==> config.mk <==
export PLATFORM = sky130hd
export DESIGN_NAME = dram_init_arbiter
export DESIGN_NICKNAME = d
export VERILOG_FILES = /design/src/rtl/dram_init_arbiter_pkg.sv /design/src/rtl/dram_channel_mux.sv /design/src/rtl/dram_init_arbiter.sv
export SDC_FILE = /design/constraint.sdc
export NUM_CORES = 1
export LEC_CHECK = 0
export BUFFER_PORTS_ARGS = -buffer_cell sky130_fd_sc_hd__buf_2
export CORE_AREA = 4 4 638 640
export CTS_CLUSTER_SIZE = 25
export DETAILED_ROUTE_END_ITERATION = 7
export DIE_AREA = 0 0 642 644
export PLACE_DENSITY_LB_ADDON = 0.3
export SKIP_LAST_GASP = 1
export SYNTH_ARGS = -nofsm -noshare
export SYNTH_HDL_FRONTEND = slang
export SYNTH_SLANG_ARGS = --single-unit
export TNS_END_PERCENT = 10
==> constraint.sdc <==
create_clock -name Clock -period 3.2 [get_ports Clock]
set_input_delay 0.64 -clock Clock [delete_from_list [all_inputs] [get_ports Clock]]
set_output_delay 0.64 -clock Clock [all_outputs]
set_load 0.05 [all_outputs]
==> src/rtl/dram_init_arbiter_pkg.sv <==
// Shared DDR3 definitions for the DRAM-facing blocks: native interface widths,
// arbiter state encoding and the one-hot channel grant.
package dram_init_arbiter_pkg;

  localparam int DDR3AddrWidth = 27;
  localparam int DDR3CmdWidth  = 3;
  localparam int DDR3DataWidth = 512;

  typedef enum logic [1:0] {
    WaitPHY = 2'd0,
    Init    = 2'd1,
    Settle  = 2'd2,
    Run     = 2'd3
  } arbState_e;

  // Bit 0 selects the initializer side, bit 1 the ORAM backend side.
  typedef enum logic [1:0] {
    GrantNone = 2'b00,
    GrantInit = 2'b01,
    GrantOram = 2'b10
  } grant_e;

endpackage

==> src/rtl/dram_channel_mux.sv <==
// 2:1 valid/ready/payload multiplexer steered by a one-hot grant. Sources that
// are not granted see Ready low and never reach the sink.
module dram_channel_mux
  import dram_init_arbiter_pkg::*;
#(
  parameter int Width = 1
) (
  input  grant_e           grant,
  input  logic             initValid,
  input  logic [Width-1:0] initPayload,
  output logic             initReady,
  input  logic             oramValid,
  input  logic [Width-1:0] oramPayload,
  output logic             oramReady,
  output logic             outValid,
  output logic [Width-1:0] outPayload,
  input  logic             outReady
);

  assign initReady  = grant[0] & outReady;
  assign oramReady  = grant[1] & outReady;
  assign outValid   = (grant[0] & initValid) | (grant[1] & oramValid);
  // Payload is don't-care while nothing is granted.
  assign outPayload = grant[1] ? oramPayload : initPayload;

endmodule

==> src/rtl/dram_init_arbiter.sv <==
// Gives the DDR3 native interface to the bucket initializer until it finishes,
// waits a settle window, then hands it permanently to the ORAM backend.
module dram_init_arbiter
  import dram_init_arbiter_pkg::*;
#(
  parameter int DDRAWidth    = DDR3AddrWidth,
  parameter int DDRCWidth    = DDR3CmdWidth,
  parameter int DDRDWidth    = DDR3DataWidth,
  parameter int SettleCycles = 16,
  parameter int CntWidth     = 32
) (
  input  logic                 Clock,
  input  logic                 Reset,
  input  logic                 PHYInitDone,
  input  logic [DDRAWidth-1:0] InitCmdAddress,
  input  logic [DDRCWidth-1:0] InitCmd,
  input  logic                 InitCmdValid,
  output logic                 InitCmdReady,
  input  logic [DDRDWidth-1:0] InitWData,
  input  logic                 InitWDataValid,
  output logic                 InitWDataReady,
  input  logic                 InitDone,
  input  logic [DDRAWidth-1:0] ORAMCmdAddress,
  input  logic [DDRCWidth-1:0] ORAMCmd,
  input  logic                 ORAMCmdValid,
  output logic                 ORAMCmdReady,
  input  logic [DDRDWidth-1:0] ORAMWData,
  input  logic                 ORAMWDataValid,
  output logic                 ORAMWDataReady,
  output logic [DDRAWidth-1:0] DRAMCommandAddress,
  output logic [DDRCWidth-1:0] DRAMCommand,
  output logic                 DRAMCommandValid,
  input  logic                 DRAMCommandReady,
  output logic [DDRDWidth-1:0] DRAMWriteData,
  output logic                 DRAMWriteDataValid,
  input  logic                 DRAMWriteDataReady,
  output logic                 Ready,
  output logic                 InitError
);

  if (SettleCycles < 1) begin : gBadSettle
    $error("dram_init_arbiter: SettleCycles must be at least 1");
  end

  localparam int SettleWidth = (SettleCycles > 1) ? $clog2(SettleCycles) : 1;
  localparam int CmdPayloadWidth = DDRAWidth + DDRCWidth;
  localparam logic [SettleWidth-1:0] SettleLast = SettleWidth'(SettleCycles - 1);

  arbState_e state, stateNext;
  grant_e    grant;

  logic [SettleWidth-1:0] settleCnt;
  logic [CntWidth-1:0]    cmdTally, cmdTallyNext;
  logic [CntWidth-1:0]    beatTally, beatTallyNext;
  logic                   cmdFire, beatFire;

  // NOTE: reset is synchronous, so Reset is sampled at the edge and is absent
  // from the sensitivity list; state uses non-blocking assignments only.
  always_ff @(posedge Clock) begin
    if (!Reset) state <= WaitPHY;
    else        state <= stateNext;
  end

  // NOTE: every combinational output gets a default first so no latch is inferred.
  always_comb begin
    stateNext = state;
    unique case (state)
      WaitPHY: if (PHYInitDone)             stateNext = Init;
      Init:    if (InitDone)                stateNext = Settle;
      Settle:  if (settleCnt == SettleLast) stateNext = Run;
      Run:                                  stateNext = Run;
      default:                              stateNext = WaitPHY;
    endcase
  end

  always_comb begin
    grant = GrantNone;
    Ready = 1'b0;
    unique case (state)
      Init:    grant = GrantInit;
      Run: begin
        grant = GrantOram;
        Ready = 1'b1;
      end
      default: grant = GrantNone;
    endcase
  end

  dram_channel_mux #(.Width(CmdPayloadWidth)) uCmdMux (
    .grant      (grant),
    .initValid  (InitCmdValid),
    .initPayload({InitCmdAddress, InitCmd}),
    .initReady  (InitCmdReady),
    .oramValid  (ORAMCmdValid),
    .oramPayload({ORAMCmdAddress, ORAMCmd}),
    .oramReady  (ORAMCmdReady),
    .outValid   (DRAMCommandValid),
    .outPayload ({DRAMCommandAddress, DRAMCommand}),
    .outReady   (DRAMCommandReady)
  );

  dram_channel_mux #(.Width(DDRDWidth)) uDataMux (
    .grant      (grant),
    .initValid  (InitWDataValid),
    .initPayload(InitWData),
    .initReady  (InitWDataReady),
    .oramValid  (ORAMWDataValid),
    .oramPayload(ORAMWData),
    .oramReady  (ORAMWDataReady),
    .outValid   (DRAMWriteDataValid),
    .outPayload (DRAMWriteData),
    .outReady   (DRAMWriteDataReady)
  );

  // Initializer readies are only high in Init, so these are Init handshakes.
  assign cmdFire  = InitCmdValid & InitCmdReady;
  assign beatFire = InitWDataValid & InitWDataReady;

  // Saturating tallies; the next values feed the InitDone comparison so a
  // handshake in the same cycle as InitDone is included.
  always_comb begin
    cmdTallyNext  = cmdTally;
    beatTallyNext = beatTally;
    if (cmdFire && (cmdTally != '1))   cmdTallyNext  = cmdTally + CntWidth'(1);
    if (beatFire && (beatTally != '1)) beatTallyNext = beatTally + CntWidth'(1);
  end

  always_ff @(posedge Clock) begin
    if (!Reset) begin
      cmdTally  <= '0;
      beatTally <= '0;
      settleCnt <= '0;
      InitError <= 1'b0;
    end else begin
      cmdTally  <= cmdTallyNext;
      beatTally <= beatTallyNext;
      if (state == Settle) settleCnt <= settleCnt + SettleWidth'(1);
      else                 settleCnt <= '0;
      if ((state == Init) && InitDone && (cmdTallyNext != beatTallyNext))
        InitError <= 1'b1;
    end
  end

endmodule
==> summary.md <==
| Metric | Value |
|---|---|
| Post-Syn Instances | `2,229` |
| Required @ worst endpoint | `2.56 ns` |
| Worst Hold Depth | `1` |
| Clk_lat worst skew | `0.34 ns` |
| Layout cells sized above 1 | `45.97%` |
| Vias per inst | `2.578` |
| DRT Wirelength | `338,900 um` |
| Area contributors post-synth | `nand2_1 (58%), dfxtp_1 (13%), clkbuf_1 (4.2%)` |
| Crit Path Max Fanout | `21` |
| Final Critical Period | `3.128 ns` |
| Skew final | `0.005223 ns` |
| Final Setup Violations | `0` |
| Area of the core | `401,400 sq um` |
| TritonCTS clock tree | `built` |
| Fin. Hold Viols | `0` |
| Cell taking the most area after synthesis | `nand2_1` |
| Number of DRC markers in iteration 0 | `1,831` |
| Worst-case reg-to-reg path depth | `9` |
| Hold Path Origin | `settleCnt[0]` |
| Post-synth cell types | `57` |
| Clock sink count | `71` |
| Slew margin rel. | `53.50%` |
| Commonest cells in the netlist | `nand2_1 (1,651), clkbuf_1 (119), nor2_1 (82)` |
| Nets | `4,929` |
| Die Span Y | `644 um` |
| Initial Util | `2.647%` |
| Worst slack, placed | `-0.1857 ns` |
| Post-CTS setup buffers | `0` |
| Post-synth ARST share | `0%` |
| Vias in the first global route | `21,440` |
| DRC | `0` |
| Final cycle utilization of the critical path | `97.74%` |
| Synth Register Bits | `71` |
| R2r endpoint | `InitError` |
| Leak | `14.63 nW` |
| Row cnt | `233` |
| Pin count of the biggest net entering global routing | `97` |
| Post-synthesis sequential area ratio | `13.38%` |
| Pwr Density | `243.8 nW/um^2` |
| Finished Core Util | `7.768%` |
| Die width | `642 um` |
| Post-route setup TNS | `0 ns` |
| Clock transition at path regs | `0.06 ns` |
| Area added between synthesis and finish | `193.5%` |
| Max cap viols | `0` |
| Mapped cell area | `10,630 sq um` |
| DP HPWL | `324,700 um` |
| Slew @ Worst Pin | `0.6974 ns` |
| Crit path capture type | `output port` |
| Final slew viol count | `0` |
| Post-route setup slack | `0.07226 ns` |
| Total CTS buffers | `9` |
| Ports | `1,644` |
| Root Driver | `clkbuf_16` |
| Critical path class | `reg2out` |
| Post-DP Area | `30,070 sq um` |
| Drt wl/cell | `35.86 um` |
| Fmax | `319.7 MHz` |
| Min-Delay Endpoint | `settleCnt[0]` |
| RSZ-0062 raised after global routing | `yes` |
| Longest Clk Path Bufs | `2` |
| Mean Syn Cell Area | `4.767 sq um` |
| Most numerous cell in the Yosys netlist | `nand2_1` |
| IR Drop Worst-Case VDD | `0.2131 mV` |
| GRT Total Usage | `15.62%` |
| H-Tree Level Count | `3` |
| Syn Nets | `3,326` |
| Global-route wire length before repair | `385,200 um` |
| GRT overflow | `0` |
| Main flop type after synthesis | `dfxtp_1` |
| Crit path DAT | `2.49 ns` |
| Cell area after layout | `31,180 sq um` |
| Status | `finished clean` |
| Routability congestion estimate | `1.068` |
| HP Class | `reg2reg` |
| Synth Warn # | `0` |
| Top-area cell type share of the netlist area | `58.33%` |
| DR vias | `24,360` |
| Reg2reg setup slack | `0.12 ns` |
| CTS Hold Buffers Added | `0` |
| Routed Antenna Nets | `0` |
| CP startpoint kind | `flip-flop` |
| Post-synth EDFFs | `0` |
| Die area | `413,400 sq um` |
| Reg2reg start | `cmdTally[9]` |
| Initial antenna violation count | `611` |
| 1st-pass router iterations | `6` |
| PortBufs | `1,643` |
## what timing repair did
| item | in CTS | in global routing |
|---|---|---|
| endpoints found under the setup margin | 5 | 59 |
| cloned | 0 | 0 |
| gates resized for setup | 2 | 3 |
| hold endpoints to repair | 0 | 0 |
## power by group
group | leakage (nW) | internal (mW) | total [mW] | switching, mW
clock network | 0.144 | 0.563 | 0.967 | 0.404
logic | 13.9 | 1.92 | 5.74 | 3.82
registers | 0.572 | 0.889 | 0.893 | 0.00411
## worst max-delay path, stage by stage (launching register included)
cell and delay (ns):
dfxtp_1 0.33, buf_4 0.18, nand2_4 0.22, clkinv_8 0.26
buf_12 0.25, buf_4 0.18, nand2_1 0.12, nand2_1 0.25
buf_12 0.25
## cell type report
cell class / count / area, sq um
flip-flops and latches: 71 / 1421
inverters: 6 / 35.03
fillers: 47550 / 370300
multi-input cells: 2018 / 8695
diodes: 326 / 815.8
clock buffers: 12 / 256.5
repair buffers: 1726 / 13330
clock inverters: 4 / 20.02
well taps: 5287 / 6615
## state kept, by name, indices dropped and copies added (netlist names)
name,cells
beatTally,32
cmdTally,32
settleCnt,4
state,2
InitError,1
## how the worst max path moves through the flow
| stage | cells past startpoint | end | startpoint | slack, ns |
|---|---|---|---|---|
| after global placement | 10 | InitError | DRAMCommandReady | -0.32 |
| final | 8 | DRAMWriteData[383] | state[0] | 0.07 |
| after floorplan | 9 | InitError | InitCmdValid | 0.24 |
| after global routing | 9 | InitError | cmdTally[8] | -0.07 |
| after CTS | 7 | DRAMWriteData[321] | state[0] | -0.08 |
| after detailed placement | 10 | InitError | DRAMCommandReady | -0.19 |
## stage by stage
| stage | power [mW] | hold WS, ns | cells |
|---|---|---|---|
| after CTS | 7.771 | 0.4595 | 9124 |
| after global placement | 6.781 | 0.4408 | 9108 |
| after floorplan | 3.421 | 0.4176 | 2229 |
| after detailed placement | 6.786 | 0.4468 | 9108 |
| after global routing | 7.897 | 0.4685 | 9293 |
| final | 7.602 | 0.4559 | 9450 |
## cells in the final DEF (no fill, tap or decap), drive strengths merged, types with 4 or more instances in the layout
cell,n
nand2,1651
and4,10
inv,5
nand3,33
clkbuf,12
nor3,12
xor2,40
diode,326
xnor2,48
nand4,25
and2,16
dfxtp,71
clkinv,5
a211oi,5
or3,5
o21ai,6
and3,17
a21oi,5
nor2,82
or4,4
nor4,14
buf,1726
mux2i,8
## routing by layer
metal / vias up / part of all wire, % / GRT usage, %
met5: - / 0.77 / 0
met4: 394 / 3.9 / 3.994
met1: 10400 / 31 / 14.96
li1: 10420 / - / -
met3: 1099 / 17 / 11.41
met2: 2053 / 47 / 26.60
## logic make-up after synthesis
group                      after synthesis  share of synthesized area (%)
and+or+nand+nor                       1884                          70.55
buffers and inverters                  140                          4.981
xor gates and xnor gates                89                          7.607
DFF                                     71                          13.38
AOI/OAI and AO/OA                       33                          2.273
muxes                                    9                         0.8597
adders and majority gates                3                         0.3533
(Power assumes the default switching activity.)
